## src/rtl/cmp_arb_pkg.sv

```systemverilog
// ============================================================================
// Module      : cmp_arb_pkg
// Description : Shared widths, FSM state encoding and compare helper for
//               the two-requester compare arbiter.
// Revision    : 1.0 - initial release
// ============================================================================
`default_nettype none

package cmp_arb_pkg;

    localparam int OP_W  = 3;
    localparam int RES_W = 4;

    typedef enum logic [1:0] {
        IDLE    = 2'd0,
        LATCH   = 2'd1,
        COMPARE = 2'd2,
        DONE    = 2'd3
    } state_e;

    // Bit-equality vector in the low bits, all-equal flag on top.
    function automatic logic [RES_W-1:0] cmp_res(input logic [OP_W-1:0] a,
                                                 input logic [OP_W-1:0] b);
        logic [OP_W-1:0] eq;
        eq = ~(a ^ b);
        return {&eq, eq};
    endfunction

endpackage

`default_nettype wire

```

## src/rtl/cmp_arb_prio.sv

```systemverilog
// ============================================================================
// Module      : cmp_arb_prio
// Description : Winner selection between two requesters (0 = requester 0).
//               CMP_ARB_FIXED_PRIO_EN: requester 0 always wins a tie.
// Revision    : 1.0 - initial release
// ============================================================================
`default_nettype none

module cmp_arb_prio
    import cmp_arb_pkg::*;
(
    input  logic req0,
    input  logic req1,
    input  logic pointer,
    output logic winner
);

`ifdef CMP_ARB_FIXED_PRIO_EN
    logic unused_pointer;
    assign unused_pointer = pointer;
    assign winner         = req1 & ~req0;
`else
    // A lone request wins outright; on a tie the pointer decides.
    assign winner = req1 & (~req0 | pointer);
`endif

endmodule

`default_nettype wire

```

## src/rtl/cmp_arbiter.sv

```systemverilog
// ============================================================================
// Module      : cmp_arbiter
// Description : Two-requester arbiter feeding a 3-bit equality comparator;
//               4-cycle IDLE/LATCH/COMPARE/DONE operation.
//               Option macro: CMP_ARB_FIXED_PRIO_EN (fixed priority, no pointer).
// Revision    : 1.0 - initial release
// ============================================================================
`default_nettype none

module cmp_arbiter
    import cmp_arb_pkg::*;
(
    input  logic             clk,
    input  logic             rst,
    input  logic             req0,
    input  logic             req1,
    input  logic [OP_W-1:0]  a0,
    input  logic [OP_W-1:0]  b0,
    input  logic [OP_W-1:0]  a1,
    input  logic [OP_W-1:0]  b1,
    output logic             gnt0,
    output logic             gnt1,
    output logic             done0,
    output logic             done1,
    output logic [RES_W-1:0] res,
    output logic             busy
);

    state_e            state_q, state_d;
    logic              gnt0_q, gnt0_d;
    logic              gnt1_q, gnt1_d;
    logic [OP_W-1:0]   opa_q, opa_d;
    logic [OP_W-1:0]   opb_q, opb_d;
    logic [RES_W-1:0]  res_q, res_d;
    logic              ptr_q;
    logic              winner;

`ifdef CMP_ARB_FIXED_PRIO_EN
    assign ptr_q = 1'b0;
`else
    // Favour the loser of the operation that just completed.
    always_ff @(posedge clk) begin
        if (rst) begin
            ptr_q <= 1'b0;
        end else if (state_q == DONE) begin
            ptr_q <= gnt0_q;
        end
    end
`endif

    cmp_arb_prio u_prio (
        .req0    (req0),
        .req1    (req1),
        .pointer (ptr_q),
        .winner  (winner)
    );

    always_comb begin
        state_d = state_q;
        gnt0_d  = gnt0_q;
        gnt1_d  = gnt1_q;
        opa_d   = opa_q;
        opb_d   = opb_q;
        res_d   = res_q;
        case (state_q)
            IDLE: begin
                if (req0 || req1) begin
                    state_d = LATCH;
                    gnt0_d  = ~winner;
                    gnt1_d  = winner;
                end
            end
            LATCH: begin
                state_d = COMPARE;
                opa_d   = gnt1_q ? a1 : a0;
                opb_d   = gnt1_q ? b1 : b0;
            end
            COMPARE: begin
                state_d = DONE;
                res_d   = cmp_res(opa_q, opb_q);
            end
            DONE: begin
                state_d = IDLE;
                gnt0_d  = 1'b0;
                gnt1_d  = 1'b0;
            end
            default: state_d = IDLE;
        endcase
    end

    always_ff @(posedge clk) begin
        if (rst) begin
            state_q <= IDLE;
            gnt0_q  <= 1'b0;
            gnt1_q  <= 1'b0;
            opa_q   <= '0;
            opb_q   <= '0;
            res_q   <= '0;
        end else begin
            state_q <= state_d;
            gnt0_q  <= gnt0_d;
            gnt1_q  <= gnt1_d;
            opa_q   <= opa_d;
            opb_q   <= opb_d;
            res_q   <= res_d;
        end
    end

    assign gnt0  = gnt0_q;
    assign gnt1  = gnt1_q;
    assign done0 = (state_q == DONE) && gnt0_q;
    assign done1 = (state_q == DONE) && gnt1_q;
    assign res   = res_q;
    assign busy  = (state_q != IDLE);

endmodule

`default_nettype wire

```

## config.mk

```make
export PLATFORM = sky130hd
export DESIGN_NAME = cmp_arbiter
export DESIGN_NICKNAME = d
export VERILOG_FILES = /design/src/rtl/cmp_arb_pkg.sv /design/src/rtl/cmp_arb_prio.sv /design/src/rtl/cmp_arbiter.sv
export SDC_FILE = /design/constraint.sdc
export NUM_CORES = 1
export LEC_CHECK = 0
export ABC_AREA = 1
export BUFFER_PORTS_ARGS = -buffer_cell sky130_fd_sc_hd__clkbuf_2
export CORE_ASPECT_RATIO = 0.9
export CORE_MARGIN = 4
export CORE_UTILIZATION = 52
export DETAILED_ROUTE_END_ITERATION = 6
export PLACE_DENSITY_LB_ADDON = 0.25
export SYNTH_ARGS = -nofsm -noshare
export SYNTH_HDL_FRONTEND = slang
export SYNTH_SLANG_ARGS = --single-unit
```

## constraint.sdc

```tcl
create_clock -name clk -period 1.9 [get_ports clk]
set_input_delay 0.285 -clock clk [delete_from_list [all_inputs] [get_ports clk]]
set_output_delay 0.285 -clock clk [all_outputs]
set_load 0.005 [all_outputs]
```

=== Word level (Yosys, flattened, before mapping) ===
Cells that the tools add are included.

* Eq/ne operators: 4
* Muxes and demuxes: 8
* Bitwise gates (word level): 6
* Reduce and logical (&&, ||, !) cells: 8

{| class="wikitable"
|+ Operators by type and width
! cell !! number
|-
| one-hot mux 2 bit (4 select lines) || 1
|-
| 2-to-1 mux 3 bit || 2
|-
| == test 2 bit, second input constant || 2
|-
| one-hot mux 1 bit (2 select lines) || 2
|-
| nonzero test 2 bit || 2
|-
| inverter 3 bit || 1
|-
| AND reduction 3 bit || 1
|-
| XOR 3 bit || 1
|-
| == test 2 x 1 -> 1 bit, second input constant || 1
|-
| logical AND 1 bit || 2
|-
| logical NOT 2 bit || 1
|-
| 2-to-1 mux 1 bit || 2
|-
| 2-to-1 mux 2 bit || 1
|-
| != test 2 bit, second input constant || 1
|-
| inverter 1 bit || 2
|-
| AND reduction 2 bit || 1
|-
| AND 1 bit || 1
|-
| logical OR 1 bit || 1
|-
| bitwise OR 1 bit || 1
|}

* Flip-flop bits (word level): 15
* Input bits: 16
* Logic and storage cells: 33

=== Longest topological paths before layout ===
* Depth after elaboration: 6
* Mapped depth: 7
* Mapped depth without buffers: 7

=== Cells and area by module ===
Synthesis repeated with hierarchy kept, for this count alone.

* Cell total of the unflattened synthesis: 115
* Area, all modules: 800.8 um^2

{| class="wikitable"
|+ By module, submodules not included
! module !! instances !! cells each !! area an instance (um^2) !! seq. area each (um^2)
|-
| cmp_arbiter || 1 || 112 || 784.5 || 300.3
|-
| cmp_arb_prio || 1 || 3 || 16.3 || 0.0
|}

=== Worst setup path after synthesis ===
No wires, ideal clock.

* Kind: register to register
* From: register state_q[0]
* To: register gnt0_q (netlist: gnt0)
* Setup time: 113 ps
* Arrival time: 1,006 ps
* Required time: 1,787 ps
* Slack: 781 ps
* Cell stages (with the launch flop): 7
* Period minus slack after synthesis: 1,119 ps
* Cell sequence: dfxtp_1 -> inv_1 -> ha_1 -> o21ai_2 -> nand2_1 -> nand2_1 -> nor2_1

* Cells in the longest elaborated chain, start to end: 3

{| class="wikitable"
|+ RTL lines
! element !! line !! text
|-
| start, declared || cmp_arbiter.sv:29 || <nowiki>state_e state_q, state_d;</nowiki>
|-
| start signal, assigned || cmp_arbiter.sv:100 || <nowiki>state_q <= state_d;</nowiki>
|-
| == test 2 bit or logical NOT 2 bit (tied branches) || cmp_arbiter.sv:65 || <nowiki>case (state_q)</nowiki>
|-
| nonzero test 2 bit (no line) or != test 2 bit (tied branches) || -- ||
|-
| AND reduction 2 bit (no line) || -- ||
|-
| end signal, assigned || cmp_arbiter.sv:101 || <nowiki>gnt0_q <= gnt0_d;</nowiki>
|-
| end, declared || cmp_arbiter.sv:30 || <nowiki>logic gnt0_q, gnt0_d;</nowiki>
|}

Parallel ways exist; a longest one is shown, timed or not.
A chain may end at the register's enable or synchronous reset.

=== Worst setup path after layout ===
* From: register state_q[0]
* To: output port busy

* Cells in the longest elaborated chain, start to end: 1

{| class="wikitable"
|+ RTL lines
! element !! line !! text
|-
| nonzero test 2 bit || cmp_arbiter.sv:114 || <nowiki>assign busy = (state_q != IDLE);</nowiki>
|-
| end, declared || cmp_arbiter.sv:26 || <nowiki>output logic busy</nowiki>
|}

Every way passes these cells.

==> report_table.html <==
<table>
<tr><th>Metric</th><th>Value</th></tr>
<tr><th colspan="2">Synthesis</th></tr>
<tr><td>Mapped Nets</td><td>138</td></tr>
<tr><td>Number of warning messages in the yosys log</td><td>0</td></tr>
<tr><td>Share of Yosys cell area claimed by the top area cell type</td><td>37.6%</td></tr>
<tr><td>Synth Register Bits</td><td>15</td></tr>
<tr><td>Cell variety after synth</td><td>16</td></tr>
<tr><td>Sequential share of the synthesized area</td><td>37.6%</td></tr>
<tr><td>Post-synth top area cell</td><td>sky130_fd_sc_hd__dfxtp_1</td></tr>
<tr><td>Cell count after synthesis</td><td>117</td></tr>
<tr><td>Mean post-synth cell area</td><td>6.82 sq um</td></tr>
<tr><td>Area of the mapped netlist</td><td>798 sq um</td></tr>
<tr><td>Top area cells in the synthesized netlist</td><td>sky130_fd_sc_hd__dfxtp_1 38%, sky130_fd_sc_hd__nand2_1 16%, sky130_fd_sc_hd__inv_1 11%, sky130_fd_sc_hd__ha_1 7.8%, sky130_fd_sc_hd__o211ai_1 7.5%</td></tr>
<tr><th colspan="2">Outcome</th></tr>
<tr><td>Result of the run</td><td>completed</td></tr>
<tr><th colspan="2">Global routing</th></tr>
<tr><td>All-layer global routing usage</td><td>16.3%</td></tr>
<tr><td>Global-route met3 utilization</td><td>4.29%</td></tr>
<tr><td>Gr busiest metal</td><td>met2</td></tr>
<tr><td>GR Util met2</td><td>24.6%</td></tr>
<tr><td>Global-route wire length before repair</td><td>2750 um</td></tr>
<tr><td>Met1 Use GR</td><td>22.8%</td></tr>
<tr><td>Vias in the first global route</td><td>639</td></tr>
<tr><td>Maximum number of pins on one net before global-route repair</td><td>13</td></tr>
<tr><td>Global route total overflow</td><td>0</td></tr>
<tr><td>Initial antenna violation count</td><td>0</td></tr>
<tr><th colspan="2">Detailed routing</th></tr>
<tr><td>Total Wirelength</td><td>1550 um</td></tr>
<tr><td>Antenna violation net count after detailed routing</td><td>0</td></tr>
<tr><td>Post-detailed-route via-to-cell ratio</td><td>4.72</td></tr>
<tr><td>Routed vias</td><td>745</td></tr>
<tr><td>TritonRoute pass-1 iters</td><td>4</td></tr>
<tr><td>DRC marker count from the first detailed-route iteration</td><td>16</td></tr>
<tr><td>DR DRC count</td><td>0</td></tr>
<tr><td>Average detailed-routed wire length per instance</td><td>9.80 um</td></tr>
<tr><th colspan="2">Placement</th></tr>
<tr><td>Final RePlAce weighted congestion</td><td>0.754</td></tr>
<tr><td>Port Buffers</td><td>24</td></tr>
<tr><td>Half-perimeter wire length of the detailed placement result</td><td>1230 um</td></tr>
<tr><th colspan="2">Clock network</th></tr>
<tr><td>Number of buffers inserted by post-CTS setup repair</td><td>0</td></tr>
<tr><td>Resized cells post-CTS</td><td>0</td></tr>
<tr><td>Buffers from clock root to sink, at most</td><td>2</td></tr>
<tr><td>Cell at the root of the clock tree</td><td>sky130_fd_sc_hd__clkbuf_4</td></tr>
<tr><td>Number of clock sinks seen by CTS</td><td>15</td></tr>
<tr><td>Clock tree from TritonCTS</td><td>built</td></tr>
<tr><td>H-tree Lvls</td><td>1</td></tr>
<tr><td>Clock network latency to the later pin of the worst-skew pair</td><td>0.28 ns</td></tr>
<tr><td>Number of clock buffers inserted by TritonCTS</td><td>3</td></tr>
<tr><td>Clock-pin transition on the worst setup and hold timing paths</td><td>0.09 ns</td></tr>
<tr><td>Hold_buf cts</td><td>0</td></tr>
<tr><th colspan="2">STA</th></tr>
<tr><td>Final Hold Vio Count</td><td>0</td></tr>
<tr><td>Final clock period utilization by the worst path</td><td>81.7%</td></tr>
<tr><td>Pin slew with the least headroom to its limit</td><td>0.369 ns</td></tr>
<tr><td>Unrepaired setup endpoints after global routing</td><td>false</td></tr>
<tr><td>Max-slew violation count</td><td>0</td></tr>
<tr><td>Setup Viol. Count Final</td><td>0</td></tr>
<tr><td>Post-route minimum period</td><td>1.55 ns</td></tr>
<tr><td>Slew Limit Headroom</td><td>75.4%</td></tr>
<tr><td>Upper clock frequency limit</td><td>644 MHz</td></tr>
<tr><td>Total negative slack for setup checks</td><td>0 ns</td></tr>
<tr><td>Worst-case clock skew</td><td>0.00108 ns</td></tr>
<tr><th colspan="2">Layout</th></tr>
<tr><td>Nets</td><td>165</td></tr>
<tr><td>Most common cell after layout, fill and taps aside</td><td>sky130_fd_sc_hd__nand2_1</td></tr>
<tr><td>Layout cell share with drive strength beyond 1</td><td>24.5%</td></tr>
<tr><td>Layout Area Growth over Synthesis</td><td>18.7%</td></tr>
<tr><td>Commonest non-fill, non-tap cells in the layout</td><td>35 x sky130_fd_sc_hd__nand2_1, 24 x sky130_fd_sc_hd__clkbuf_2, 23 x sky130_fd_sc_hd__inv_1</td></tr>
<tr><td>Ant diodes</td><td>0</td></tr>
<tr><td>Final core area utilization</td><td>65.4%</td></tr>
<tr><th colspan="2">Worst hold path</th></tr>
<tr><td>Kind of path behind the tightest hold check</td><td>input pin to register</td></tr>
<tr><th colspan="2">Die</th></tr>
<tr><td>Die Outline Area</td><td>2230 sq um</td></tr>
<tr><td>Floorplan die width</td><td>49.3 um</td></tr>
<tr><td>Count of pins on the block boundary</td><td>25</td></tr>
<tr><td>Floorplan die height</td><td>45.2 um</td></tr>
<tr><td>Total core area</td><td>1450 sq um</td></tr>
<tr><td>Initial Util</td><td>55.1%</td></tr>
<tr><td>Number of standard-cell rows in the floorplan</td><td>13</td></tr>
<tr><th colspan="2">Setup path</th></tr>
<tr><td>Maximum fanout encountered on the critical timing path</td><td>5</td></tr>
<tr><td>WS Path Type</td><td>register to output port</td></tr>
<tr><td>Capturing element type of the critical path</td><td>output port</td></tr>
<tr><td>Worst Path Arrival</td><td>1.27 ns</td></tr>
<tr><td>Startpoint types</td><td>register</td></tr>
<tr><td>Critical path data required time</td><td>1.62 ns</td></tr>
<tr><th colspan="2">Pwr</th></tr>
<tr><td>Maximum vdd ir drop</td><td>0.962 mV</td></tr>
<tr><td>Cell leakage power</td><td>0.540 nW</td></tr>
<tr><td>P per Cell Area</td><td>1370 nW/um^2</td></tr>
<tr><td>Sum of internal, switching and leakage power</td><td>1.30 mW</td></tr>
<tr><th colspan="2">Job</th></tr>
<tr><td>Max-cap violations</td><td>0</td></tr>
</table>
critical path: stages (launching register included):
cell                       delay [ns]
sky130_fd_sc_hd__dfxtp_1         0.42
sky130_fd_sc_hd__inv_1           0.10
sky130_fd_sc_hd__ha_1            0.26
sky130_fd_sc_hd__inv_1           0.09
sky130_fd_sc_hd__clkbuf_2        0.11
through the flow:
stage               cells  setup WS (ns)  instance area [sq um]  hold slack, ns
finish                158          0.348                    947           0.241
CTS                   158          0.334                    947           0.240
floorplan             117          0.781                    798           0.347
detailed placement    154          0.627                    921           0.457
global route          158          0.262                    947           0.240
global placement      154          0.694                    921           0.454
logic make-up after synthesis:
group,share of synthesized area [%]
AO/OA/AOI/OAI,12.9
adder cells (fa/ha/maj),7.84
buffers and inverters,14.3
flip-flops,37.6
AND/OR/NAND/NOR,27.4
registers in the layout (all words and copies together) (netlist names):
register / flops
state_q: 2
ptr_q: 1
gnt0: 1
opa_q: 3
res: 4
gnt1: 1
opb_q: 3
synth_stat cells:
| cell | instances |
|---|---|
| sky130_fd_sc_hd__a21oi_1 | 4 |
| sky130_fd_sc_hd__o21ai_2 | 1 |
| sky130_fd_sc_hd__nand3_1 | 7 |
| sky130_fd_sc_hd__nor2_1 | 9 |
| sky130_fd_sc_hd__o211ai_1 | 8 |
| sky130_fd_sc_hd__dfxtp_1 | 15 |
| sky130_fd_sc_hd__nor2_2 | 2 |
| sky130_fd_sc_hd__inv_2 | 3 |
| sky130_fd_sc_hd__buf_2 | 1 |
| sky130_fd_sc_hd__ha_1 | 5 |
| sky130_fd_sc_hd__nand2_2 | 1 |
| sky130_fd_sc_hd__a21oi_2 | 1 |
| sky130_fd_sc_hd__buf_6 | 1 |
| sky130_fd_sc_hd__inv_1 | 23 |
| sky130_fd_sc_hd__o21ai_0 | 1 |
| sky130_fd_sc_hd__nand2_1 | 35 |
routing by layer:
| layer | vias up | wire [um] |
|---|---|---|
| li1 | 407 | - |
| met1 | 318 | 780 |
| met2 | 18 | 669 |
| met3 | 2 | 88 |
| met4 | 0 | 10 |
| met5 | - | 0 |
path summary, 6_finish.rpt:
path                                  from  endpoint  slack (ns)  cells past startpoint
worst min-delay path                   rst    res[3]        0.24                      2
worst max-delay path            state_q[0]      busy        0.35                      4
worst max register to register  state_q[0]      gnt1        0.63                      6
worst min register to register      res[0]    res[0]        0.47                      2
final cells by class:
| cell class | count | area, sq um |
|---|---|---|
| clock buffers | 4 | 26.3 |
| fillers | 143 | 500 |
| inverters | 26 | 97.6 |
| multi-input cells | 74 | 384 |
| flip-flops and latches | 15 | 300 |
| well taps | 15 | 18.8 |
| repair buffers | 24 | 120 |
where the power goes:
group          internal, mW  switching (mW)
Sequential            0.432           0.107
Combinational         0.242           0.334
Clock                0.0813           0.100
Total                 0.755           0.541
(Power assumes the default switching activity.)
